$ cat src/rtl/chargen_port_arbiter.sv
// chargen_port_arbiter: shares one char-gen RAM port between the video fetcher (priority,
// fixed 3-cycle read latency) and the host font loader (req/ack with auto-increment pointer).
module chargen_port_arbiter #(
    parameter int AW         = 11,
    parameter int DW         = 6,
    parameter int STARVE_MAX = 15
) (
    input  logic          clk,
    input  logic          rst_n,
    input  logic          i_vid_req,
    input  logic [AW-1:0] i_vid_addr,
    output logic          o_vid_valid,
    output logic [DW-1:0] o_vid_data,
    input  logic          i_host_req,
    input  logic          i_host_we,
    input  logic          i_host_auto,
    input  logic [AW-1:0] i_host_addr,
    input  logic [DW-1:0] i_host_wdata,
    input  logic          i_host_ptr_ld,
    output logic          o_host_ack,
    output logic [DW-1:0] o_host_rdata,
    output logic          o_host_busy,
    output logic [AW-1:0] o_host_ptr,
    output logic          o_starve_flag,
    input  logic          i_starve_clr,
    output logic          o_ram_ce,
    output logic          o_ram_we,
    output logic          o_ram_oce,
    output logic [AW-1:0] o_ram_ad,
    output logic [DW-1:0] o_ram_din,
    input  logic [DW-1:0] i_ram_do
);
    logic          r_inflight, r_flag, r_oce, r_ce, r_we;
    logic [AW-1:0] r_ptr, r_ad;
    logic [DW-1:0] r_din;
    logic [7:0]    r_cnt;
    logic [2:0]    r_tv, r_th;
    logic          w_host_issue, w_blocked, w_ack, w_set, w_ld, w_vid;
    logic [AW-1:0] w_host_ad;
    logic [7:0]    w_cnt_nxt;

    always_comb begin
        w_host_issue = !i_vid_req && i_host_req && !r_inflight;
        w_blocked    = i_vid_req && i_host_req && !r_inflight;
        w_host_ad    = i_host_auto ? r_ptr : i_host_addr;
        w_ld         = i_host_ptr_ld && !r_inflight;
        w_ack        = r_tv[2] && r_th[2];
        w_vid        = r_tv[2] && !r_th[2];
        w_cnt_nxt    = w_host_issue ? 8'd0 :
                       (w_blocked && r_cnt < 8'(STARVE_MAX)) ? r_cnt + 8'd1 : r_cnt;
        w_set        = w_blocked && w_cnt_nxt >= 8'(STARVE_MAX);
    end

    // Tag pipeline {owner, valid} lines up with the RAM's two-register read path.
    always_ff @(posedge clk or negedge rst_n) begin
        if (!rst_n) begin
            r_inflight <= 1'b0;
            r_flag     <= 1'b0;
            r_oce      <= 1'b0;
            r_ce       <= 1'b0;
            r_we       <= 1'b0;
            r_ptr      <= '0;
            r_ad       <= '0;
            r_din      <= '0;
            r_cnt      <= '0;
            r_tv       <= '0;
            r_th       <= '0;
        end else begin
            r_oce      <= 1'b1;
            r_ce       <= i_vid_req || w_host_issue;
            r_we       <= w_host_issue && i_host_we;
            r_ad       <= i_vid_req ? i_vid_addr : w_host_issue ? w_host_ad : r_ad;
            r_din      <= w_host_issue ? i_host_wdata : r_din;
            r_tv       <= {r_tv[1:0], i_vid_req || w_host_issue};
            r_th       <= {r_th[1:0], w_host_issue};
            r_inflight <= w_host_issue ? 1'b1 : w_ack ? 1'b0 : r_inflight;
            r_ptr      <= w_ld ? i_host_addr : (w_host_issue && i_host_auto) ? r_ptr + AW'(1) : r_ptr;
            r_cnt      <= w_cnt_nxt;
            r_flag     <= w_set ? 1'b1 : i_starve_clr ? 1'b0 : r_flag;
        end
    end

    always_comb begin
        o_vid_valid   = w_vid;
        o_vid_data    = w_vid ? i_ram_do : '0;
        o_host_ack    = w_ack;
        o_host_rdata  = w_ack ? i_ram_do : '0;
        o_host_busy   = r_inflight;
        o_host_ptr    = r_ptr;
        o_starve_flag = r_flag;
        o_ram_ce      = r_ce;
        o_ram_we      = r_we;
        o_ram_oce     = r_oce;
        o_ram_ad      = r_ad;
        o_ram_din     = r_din;
    end
endmodule

$ cat config.mk
export PLATFORM = sky130hd
export DESIGN_NAME = chargen_port_arbiter
export DESIGN_NICKNAME = d
export VERILOG_FILES = /design/src/rtl/chargen_port_arbiter.sv
export SDC_FILE = /design/constraint.sdc
export NUM_CORES = 1
export LEC_CHECK = 0
export ABC_AREA = 1
export CAP_MARGIN = 40
export CORE_MARGIN = 4
export CORE_UTILIZATION = 47
export DETAILED_ROUTE_END_ITERATION = 8
export PLACE_DENSITY_LB_ADDON = 0.05
export SYNTH_ARGS = -nofsm -noshare
export SYNTH_HDL_FRONTEND = slang
export SYNTH_SLANG_ARGS = --single-unit
$ cat constraint.sdc
create_clock -name clk -period 4.1 [get_ports clk]
set_clock_uncertainty 0.05 [all_clocks]
set_input_delay 0.82 -clock clk [delete_from_list [all_inputs] [get_ports clk]]
set_output_delay 0.82 -clock clk [all_outputs]
set_load 0.03 [all_outputs]
==> impl_summary.txt, run 1 <==
----------------------------------------------------
[Clock network]
  Num CTS Buffers ... 5
  Cell at the root of the clock tree ... sky130_fd_sc_hd__clkbuf_8
  Clock tree from TritonCTS ... built
  Gates resized, CTS repair ... 0
  CTS H-tree lvls ... 2
  Clock sink count ... 46
  Clock tree buffer depth ... 2
  Post-CTS setup repair buffer count ... 0
  Later-pin clock latency in the skew report ... 0.30 ns
  Number of buffers added to fix hold violations after cts ... 0
  Clock slew at reported path FFs ... 0.08 ns

[STA]
  Worst hold slack after final layout ... 0.306 ns
  Shortest clock period the worst path allows after layout ... 2.98 ns
  Setup TNS ... 0 ns
  Worst slew margin relative to its limit ... 65.5%
  RSZ-0062 raised after global routing ... no
  Number of setup violations in the final report ... 0
  Maximum clock frequency ... ~0.34 GHz
  Fin crit share ... 72.7%
  Transition time at the pin with the least slew margin ... 0.516 ns
  Hold Fails Final Rpt ... 0
  Max Transition Viols Final ... 0

[Routing]
  DR pass1 iterations ... 4
  Routed wire length per instance ... 13.3 µm
  Final routed wirelength across all metal layers ... 5.96 mm
  Initial drt markers ... approximately 110
  Remaining routing DRC violations ... 0
  Count of antenna-violating nets left after detailed routing ... 0
  Count of vias placed by the detailed router ... 2195
  Via/cell ratio ... 4.91

[Synthesis]
  Leading area contributor after synthesis ... sky130_fd_sc_hd__dfrtp_1
  Synthesized instance count ... 290
  Top FF cell, synth ... sky130_fd_sc_hd__dfrtp_1
  EDFF count, synth ... 0
  Syn nets ... ~330
  Synth cell count leaders ... sky130_fd_sc_hd__nand2_1 (77), sky130_fd_sc_hd__dfrtp_1 (46), sky130_fd_sc_hd__nor2_1 (44), sky130_fd_sc_hd__inv_1 (33), sky130_fd_sc_hd__nand3_1 (14)
  Number of flip-flops and latches in the synthesized netlist ... 46
  Post-synthesis instance area ... roughly 2300 µm²
  Fraction of post-synthesis cell area in the top cell type by area ... between 40 and 50%
  Async SR Flop Fraction ... between 90% and 100%
  Sequential fraction of the synthesis area ... 49.3%
  Number of synthesis warnings ... 0
  Synth unique cells ... 28
  Top area cells in the synthesized netlist ... sky130_fd_sc_hd__dfrtp_1 (49%), sky130_fd_sc_hd__nand2_1 (12%), sky130_fd_sc_hd__nor2_1 (7.1%)
  Average size of a mapped cell ... 8.05 µm²
  Most frequently used cell type in the post-synthesis netlist ... sky130_fd_sc_hd__nand2_1

[Cells and area]
  Layout cells sized above 1 ... ~6%
  Total number of nets in the final design ... 423
  Area growth from synthesis to layout ... 44.9%
  Count of antenna diodes in the layout ... 0

[Die]
  Initial core utilization ... 49.1%
  Number of placement rows ... 25
  Height of the die ... 78.5 µm
  Total die area ... 6160 µm²
  Core outline area ... roughly 4800 µm²
  I/O pin cnt ... 89
  Horizontal extent of the die ... 78.5 µm

[Power]
  Maximum resistive drop on vdd ... ~0.2 mV
  Ratio of total power to cell area ... about 280 nW/µm²
  Internal power component ... 0.000721 W
  Leakage power ... 1.61 nW
  Net load switching power ... 0.000237 W
  Clock group share of total power ... 34.7%
  Switching part of the total power ... about 25%
  Gate power share ... 15.9%
  Flop pwr share ... 49.3%

[Critical path]
  Cell occurring most often along the worst timing path ... sky130_fd_sc_hd__clkdlybuf4s50_1
  Highest cell delay on the worst timing path ... 0.69 ns
  Cell with the largest stage delay on the worst path ... sky130_fd_sc_hd__clkdlybuf4s50_1
  Number of cells on the worst reg-to-reg path ... 6
  Cell-by-cell trace of the critical path ... clkdlybuf4s50_1 > inv_1 > nor2_1 > clkdlybuf4s50_1
  Type of origin of the critical path ... input port
  Category of the critical setup timing path ... in2out
  Crit path max fanout ... 2
  Type of destination of the critical path ... output pin
  Arrival time at the worst endpoint ... 2.11 ns
  Number of gates on the worst path with buffers counted ... 4
  Critical path's top delay family ... buffers and inverters
  Required arrival time at the worst endpoint ... 3.23 ns
  Worst path buffer plus inverter count ... 3

[GRT]
  Via count of the first global-routing pass ... about 2100
  Maximum number of pins on one net before global-route repair ... 30
  Global routing usage summed across all routing layers ... about a fifth
  Wire length of the first global-routing pass ... between 9 and 10 mm
  Final global-route overflow total ... 0
  Number of antenna violations at the first check in global routing ... 0

[Placement]
  Last weighted congestion value of the routability-driven placer ... 0.843
  Port Buf Inserts ... 88
  Detailed-placement wirelength estimate ... between 4 and 5 mm

[Worst hold path]
  Path type of the worst min-delay path ... reg2reg
  Worst hold path stage count ... 0

[Outcome]
  Result of the run ... completed

[Job]
  Number of max-cap violations ... 0

----------------------------------------------------
## area by class of cell
cell class	instances	area (µm²)
clock buffers	6	72.6
fillers	399	1370
flip-flops and latches	46	1150
inverters	35	131
multi-input cells	201	1000
clock inverters	2	37.5
repair buffers	90	903
well taps	67	83.8
## cells by family after synthesis
kind of cell               count (synthesis)  share of synthesized area, %
AOI/OAI and AO/OA                         33                          8.20
xor gates and xnor gates                   9                          3.38
adders and majority gates                  2                          1.07
buffers and inverters                     43                          7.77
DFF                                       46                          49.3
other                                      1                         0.161
and+or+nand+nor                          156                          30.1
## power groups by stage
stage / clock network, W / registers [W] / logic, W
2_1_floorplan: 0 / 0.000505 / 0.0000387
5_1_grt: 0.000358 / 0.000475 / 0.000165
6_report: 0.000333 / 0.000473 / 0.000152
4_1_cts: 0.000339 / 0.000473 / 0.000154
3_5_place_dp: 0 / 0.000482 / 0.000154
3_3_place_gp: 0 / 0.000481 / 0.000149
## placed cells by master, fill, tap and decap left out, drive strengths merged
master / count
xor2: 5
bufinv: 1
conb: 1
clkbuf: 6
a21oi: 12
nor4: 1
clkdlybuf4s50: 87
ha: 2
clkinvlp: 1
o21bai: 1
nand4: 3
inv: 35
o211ai: 5
nand3: 17
buf: 3
xnor2: 4
a22o: 1
o21ai: 12
dfrtp: 46
o311ai: 2
nor2: 48
nor3: 10
nand2: 77
## per-layer routing
layer	vias up	part of all wire, %	GRT usage [%]
li1	1092	-	-
met1	1012	47	28.8
met2	83	44	30.8
met3	8	8.0	5.16
met4	0	1.3	6.29
met5	-	0	0
## sequential cells by signal (all words and copies together), names as in the netlist
register	flops
o_host_ptr	11
o_ram_ad	11
r_cnt	8
o_ram_din	6
r_th	3
r_tv	3
o_host_busy	1
o_ram_oce	1
o_ram_we	1
o_starve_flag	1
## worst reg2reg max path, delay by kind of cell, from the launching register on
| family | cells | cell delay [ns] |
|---|---|---|
| AOI/OAI and AO/OA | 2 | 0.26 |
| buffers and inverters | 2 | 0.36 |
| DFF | 1 | 0.38 |
| and+or+nand+nor | 2 | 0.68 |
## per-stage QoR
stage / utilization, % / instances / power, W / instance area, µm² / setup slack (ns)
final: 71.1 / 447 / 0.000958 / 3380 / 1.12
after global placement: 68.4 / 438 / 0.000630 / 3250 / 1.14
after detailed placement: 68.8 / 439 / 0.000635 / 3270 / 1.10
after floorplan: - / 290 / 0.000544 / 2330 / 1.78
after CTS: 71.1 / 447 / 0.000965 / 3380 / 1.10
after global routing: 71.1 / 447 / 0.000998 / 3380 / 1.04
## worst paths after layout
check	startpoint	to	slack (ns)
worst max-delay path	i_ram_do[0]	o_host_rdata[0]	1.12
worst min-delay path	r_th[1]$_DFF_PN0_	r_th[2]$_DFF_PN0_	0.31
worst max register to register	o_host_busy$_DFFE_PN0P_	o_host_ptr[7]$_DFFE_PN0P_	2.30
worst min register to register	r_th[1]$_DFF_PN0_	r_th[2]$_DFF_PN0_	0.31
max in group asynchronous	rst_n	r_cnt[3]$_DFF_PN0_	3.10
min in group asynchronous	rst_n	o_ram_ad[9]$_DFFE_PN0P_	0.40
Power figures use the tool's default switching activity.
==> run 2: changes to the inputs <==
CORE_UTILIZATION = 40   (was 47)
clock period = 2.7 ns   (was 4.1 ns; I/O delays follow)
==> run 2 against run 1 <==
  * Die area increased by 16%
  * Critical path depth is the same
  * Flip-flop and latch count unchanged
  * Combinational power increased by 51%
  * Sequential share of layout area down 0.050 points
  * Register-to-register slack got worse by 1.3 ns
  * Global-route usage decreased by 3.0 points
  * Cell area grew 0.15%
  * Clock power is 29% higher
  * Largest cell class unchanged
==> impl_summary.txt, run 2 (same netlist as run 1, synthesis figures left out) <==
----------------------------------------------------
[GRT]
  Number of antenna violations at the first check in global routing ... 0
  Maximum number of pins on one net before global-route repair ... 30
  Via count of the first global-routing pass ... 2118
  Global routing usage summed across all routing layers ... approximately 17%
  Wire length of the first global-routing pass ... between 9 and 10 mm
  Final global-route overflow total ... 0

[Cells and area]
  Total number of nets in the final design ... 427
  Area growth from synthesis to layout ... 45.1%
  Layout fillers ... between 500 and 600
  Highest-count cells in the layout ignoring fill and taps ... sky130_fd_sc_hd__clkdlybuf4s50_1 (87), sky130_fd_sc_hd__nand2_1 (77), sky130_fd_sc_hd__dfrtp_1 (46)
  Layout cells sized above 1 ... 7.03%
  Storage cell area ... about 1200 µm²
  Most common library cell in the layout ignoring fill and taps ... sky130_fd_sc_hd__clkdlybuf4s50_1
  Count of antenna diodes in the layout ... 0
  Footprint of the multi-input gates ... ~1000 µm²

[Routing]
  Count of antenna-violating nets left after detailed routing ... 0
  Initial drt markers ... 56
  Count of vias placed by the detailed router ... 2152
  Final routed wirelength across all metal layers ... 6.02 mm
  DR pass1 iterations ... 4
  Remaining routing DRC violations ... 0
  Routed wire length per instance ... 13.2 µm
  Via/cell ratio ... 4.72

[Critical path]
  Cell-by-cell trace of the critical path ... clkdlybuf4s50_1 > inv_1 > nor2_1 > clkdlybuf4s50_1
  Highest cell delay on the worst timing path ... between 0.6 and 0.7 ns
  Arrival time at the worst endpoint ... 1.83 ns
  Worst path buffer plus inverter count ... 3
  Type of destination of the critical path ... output pin
  Category of the critical setup timing path ... in2out
  Type of origin of the critical path ... input port
  Required arrival time at the worst endpoint ... 2.11 ns
  Cell occurring most often along the worst timing path ... sky130_fd_sc_hd__clkdlybuf4s50_1
  Crit path max fanout ... 2
  Critical path's top delay family ... buffers and inverters
  Cell with the largest stage delay on the worst path ... sky130_fd_sc_hd__clkdlybuf4s50_1

[Die]
  Horizontal extent of the die ... 84.4 µm
  Total die area ... 7120 µm²
  Initial core utilization ... between 40% and 50%
  Number of placement rows ... 27
  Core outline area ... 5570 µm²
  I/O pin cnt ... 89
  Height of the die ... 84.4 µm

[Job]
  Number of max-cap violations ... 0

[Placement]
  Last weighted congestion value of the routability-driven placer ... 0.797
  Detailed-placement wirelength estimate ... roughly 4.6 mm
  Post-placement worst setup slack ... ~0.27 ns
  Port Buf Inserts ... 88

[STA]
  Number of setup violations in the final report ... 0
  Transition time at the pin with the least slew margin ... 0.655 ns
  Fin crit share ... between 80% and 90%
  RSZ-0062 raised after global routing ... no
  Final worst-path setup slack ... 0.284 ns
  Maximum clock frequency ... 0.414 GHz
  Worst slew margin relative to its limit ... a little under three fifths
  Hold Fails Final Rpt ... 0
  Shortest clock period the worst path allows after layout ... 2.42 ns
  Max Transition Viols Final ... 0
  Setup TNS ... 0 ns

[Power]
  Maximum resistive drop on vdd ... 0.297 mV
  Ratio of total power to cell area ... approximately 410 nW/µm²
  Leakage power ... 1.62 nW

[Worst hold path]
  Path type of the worst min-delay path ... in2async

[Clock network]
  Clock slew at reported path FFs ... 0.08 ns
  Num CTS Buffers ... 5
  Post-CTS setup repair buffer count ... 0
  Cell at the root of the clock tree ... sky130_fd_sc_hd__clkbuf_8
  Gates resized, CTS repair ... 0
  Later-pin clock latency in the skew report ... just under 0.3 ns
  CTS H-tree lvls ... 2
  Clock sink count ... between 40 and 50
  Clock tree from TritonCTS ... built
  Clock tree buffer depth ... 2
  Number of buffers added to fix hold violations after cts ... 0

[Outcome]
  Result of the run ... completed

----------------------------------------------------
[run 2: changes by cell type in the layout (fill, tap and decap cells not counted), sizes merged]
cell      change
clkinvlp      -1
clkbuf        +1
clkinv        +1
buf           +4
bufinv        -1
[run 2: path summary, 6_finish.rpt]
kind | from | to | slack, ns | cells past startpoint
max in group asynchronous | rst_n | o_ram_ad[2]$_DFFE_PN0P_ | 1.80 | 2
min | rst_n | o_ram_ad[4]$_DFFE_PN0P_ | 0.22 | 1
max reg2reg | r_cnt[0]$_DFF_PN0_ | o_starve_flag$_DFFE_PN0P_ | 1.03 | 12
min in group clk | r_th[0]$_DFF_PN0_ | r_th[1]$_DFF_PN0_ | 0.30 | 0
max | i_ram_do[1] | o_host_rdata[1] | 0.28 | 4
min reg2reg | r_th[0]$_DFF_PN0_ | r_th[1]$_DFF_PN0_ | 0.30 | 0
[run 2: through the flow]
step           std cells  util (%)  hold WS (ns)  area [µm²]  power, W
2_1_floorplan        290         -         0.194        2330  0.000826
3_5_place_dp         448      59.1         0.286        3290  0.000963
3_3_place_gp         448      59.1         0.281        3290  0.000961
4_1_cts              456      60.7         0.235        3390   0.00140
6_report             456      60.7         0.216        3390   0.00137
5_1_grt              456      60.7         0.264        3390   0.00144
[run 2: cell type report]
type	instances	share of cell area [%]
clock inverters	1	0.148
inverters	35	3.88
multi-input cells	201	29.6
clock buffers	7	2.55
well taps	72	2.66
flip-flops and latches	46	34.0
repair buffers	94	27.2
[run 2: report_power, final]
group	leakage [nW]	internal [W]	total [W]	switching, W
registers	0.585	0.000707	0.000717	0.0000100
clock network	0.0482	0.000207	0.000428	0.000221
logic	0.990	0.000111	0.000230	0.000119
total	1.62	0.00102	0.00137	0.000350
[run 2: metal layers]
| layer | part of all wire, % | vias to the layer above | wire length (µm) | GRT usage (%) |
|---|---|---|---|---|
| met1 | 44 | 974 | 2680 | 22.7 |
| met2 | 44 | 72 | 2670 | 27.5 |
| met4 | 1.0 | 0 | 61 | 4.46 |
| met5 | 0 | - | 0 | 0 |
| met3 | 10 | 4 | 606 | 6.28 |
| li1 | - | 1102 | - | - |
==> run 3: changes to the inputs <==
GPL_TIMING_DRIVEN = 0   (was unset)
==> run 3 against run 2 <==
  * Worst hold slack worse by 0.16 ns
  * First-iteration DRC count is 27% higher
  * Total power is 0.70% higher
  * Combinational power is 2% higher
  * Count of clock-buffer cells in the layout stayed put
  * Sequential power hardly changed
  * Via count is 1.3% higher
  * Fmax hardly changed
  * Utilization is 0.45 points higher
  * Final cell count is 0.66% higher
  * Routed wire length is 3.3% higher
  * Critical endpoint is now o_vid_data[0]
  * Largest cell class unchanged
  * Largest power group unchanged
==> impl_summary.txt, run 3 (same netlist as run 1, synthesis figures left out) <==
----------------------------------------------------
[Critical path]
  Type of origin of the critical path ... input port
  Arrival time at the worst endpoint ... ~1.8 ns
  Type of destination of the critical path ... output pin
  Category of the critical setup timing path ... in2out
  Crit path max fanout ... 2
  Required arrival time at the worst endpoint ... between 2 and 2.5 ns

[Clock network]
  Clock tree from TritonCTS ... built
  Post-CTS setup repair buffer count ... 0
  Later-pin clock latency in the skew report ... about 0.3 ns
  Clock tree buffer depth ... 2
  Clock sink count ... 46
  Clock slew at reported path FFs ... 0.08 ns
  CTS H-tree lvls ... 2
  Cell at the root of the clock tree ... sky130_fd_sc_hd__clkbuf_8
  Number of buffers added to fix hold violations after cts ... 0
  Gates resized, CTS repair ... 0
  Num CTS Buffers ... 5

[Power]
  Internal power component ... 0.00103 W
  Switching part of the total power ... 25.8%
  Leakage power ... 1.64 nW
  Gate power share ... 16.9%
  Total power ... 0.00138 W
  Flop pwr share ... 51.8%
  Maximum resistive drop on vdd ... 0.230 mV
  Ratio of total power to cell area ... 406 nW/µm²
  Clock group share of total power ... 31.3%
  Net load switching power ... 0.000357 W

[Placement]
  Detailed-placement wirelength estimate ... 4.78 mm
  Port Buf Inserts ... 88
  Last weighted congestion value of the routability-driven placer ... 0.796
  Area after detailed placement ... 3320 µm²
  Number of cells in the design after placement ... approximately 450

[Routing]
  Remaining routing DRC violations ... 0
  Count of vias placed by the detailed router ... around 2200
  Routed wire length per instance ... 13.5 µm
  Count of antenna-violating nets left after detailed routing ... 0
  Via/cell ratio ... about 4.8
  Final routed wirelength across all metal layers ... between 6 and 7 mm
  DR pass1 iterations ... 4
  Initial drt markers ... 71

[STA]
  Shortest clock period the worst path allows after layout ... 2.42 ns
  Hold Fails Final Rpt ... 0
  Fin crit share ... about 90%
  Number of setup violations in the final report ... 0
  RSZ-0062 raised after global routing ... no
  Max Transition Viols Final ... 0
  Maximum clock frequency ... 0.413 GHz

[Cells and area]
  Area growth from synthesis to layout ... 46.2%
  Layout fillers ... 541
  Total number of nets in the final design ... 430
  Layout cells sized above 1 ... 7.49%
  Count of antenna diodes in the layout ... 0
  Most common library cell in the layout ignoring fill and taps ... sky130_fd_sc_hd__clkdlybuf4s50_1
  Highest-count cells in the layout ignoring fill and taps ... sky130_fd_sc_hd__clkdlybuf4s50_1 (87), sky130_fd_sc_hd__nand2_1 (77), sky130_fd_sc_hd__dfrtp_1 (46)
  Final std cells w/o fill ... 459
  Finished Cell Area ... 3410 µm²

[GRT]
  Maximum number of pins on one net before global-route repair ... 37
  Wire length of the first global-routing pass ... 10.1 mm
  Number of antenna violations at the first check in global routing ... 0
  Global routing usage summed across all routing layers ... 17.7%
  Via count of the first global-routing pass ... between 2000 and 2500
  Final global-route overflow total ... 0

[Die]
  Initial core utilization ... 41.9%
  Horizontal extent of the die ... 84.4 µm
  Height of the die ... 84.4 µm
  I/O pin cnt ... 89
  Core outline area ... 5570 µm²
  Number of placement rows ... 27
  Total die area ... roughly 7100 µm²

[Outcome]
  Result of the run ... completed

[Worst hold path]
  Path type of the worst min-delay path ... in2async

[Job]
  Number of max-cap violations ... 0

----------------------------------------------------
==> run 3: cell count changes in the layout (fill, tap and decap cells not counted) <==
| cell | previous run | this run |
|---|---|---|
| sky130_fd_sc_hd__clkbuf_1 | 1 | 2 |
| sky130_fd_sc_hd__buf_4 | 6 | 2 |
| sky130_fd_sc_hd__buf_6 | 0 | 1 |
| sky130_fd_sc_hd__buf_2 | 1 | 5 |
| sky130_fd_sc_hd__buf_12 | 0 | 1 |
==> run 3: stage by stage <==
stage,setup TNS [ns],hold slack (ns),util (%),worst slack [ns]
4_1_cts,0,0.0605,61.2,0.280
3_3_place_gp,-12.83,0.283,59.3,-0.282
3_5_place_dp,0,0.286,59.6,0.286
5_1_grt,0,0.0593,61.2,0.223
6_report,0,0.0563,61.2,0.281
2_1_floorplan,0,0.194,-,0.655
==> run 3: cell type report <==
class | count | area (µm²) | area share (%)
sequential | 46 | 1150 | 33.7
buffer | 8 | 50.0 | 1.47
multi-input combinational | 201 | 1000 | 29.3
clock inverter | 1 | 5.00 | 0.147
timing repair buffer | 89 | 896 | 26.3
tap | 72 | 90.1 | 2.64
clock buffer | 7 | 86.3 | 2.53
inverter | 35 | 131 | 3.85
==> run 3: worst max-delay path: stages <==
cell                              delay (ns)
sky130_fd_sc_hd__clkdlybuf4s50_1        0.45
sky130_fd_sc_hd__inv_1                  0.05
sky130_fd_sc_hd__nor2_1                 0.11
sky130_fd_sc_hd__clkdlybuf4s50_1        0.68
==> run 3: power groups by stage <==
stage	clock, W	combinational (W)	sequential, W
5_1_grt	0.000475	0.000252	0.000720
3_3_place_gp	0	0.000232	0.000730
3_5_place_dp	0	0.000236	0.000731
4_1_cts	0.000443	0.000236	0.000717
2_1_floorplan	0	0.0000587	0.000767
6_report	0.000433	0.000234	0.000717
==> run 3: worst paths after layout <==
check / end / slack (ns) / cells past startpoint / startpoint
max: o_vid_data[0] / 0.28 / 4 / i_ram_do[0]
min: o_ram_ad[6]$_DFFE_PN0P_ / 0.06 / 1 / rst_n
max reg2reg: o_starve_flag$_DFFE_PN0P_ / 1.09 / 12 / r_cnt[0]$_DFF_PN0_
min reg2reg: r_tv[2]$_DFF_PN0_ / 0.30 / 0 / r_tv[1]$_DFF_PN0_
max in group asynchronous: o_host_ptr[6]$_DFFE_PN0P_ / 2.08 / 2 / rst_n
min in group clk: r_tv[2]$_DFF_PN0_ / 0.30 / 0 / r_tv[1]$_DFF_PN0_
==> run 3: per-layer routing <==
metal / vias up / track usage, % / routed length (µm)
met2: 76 / 26.8 / 2700
met3: 4 / 6.38 / 534
met4: 0 / 3.45 / 48
met5: - / 0 / 0
li1: 1110 / - / -
met1: 991 / 24.8 / 2940
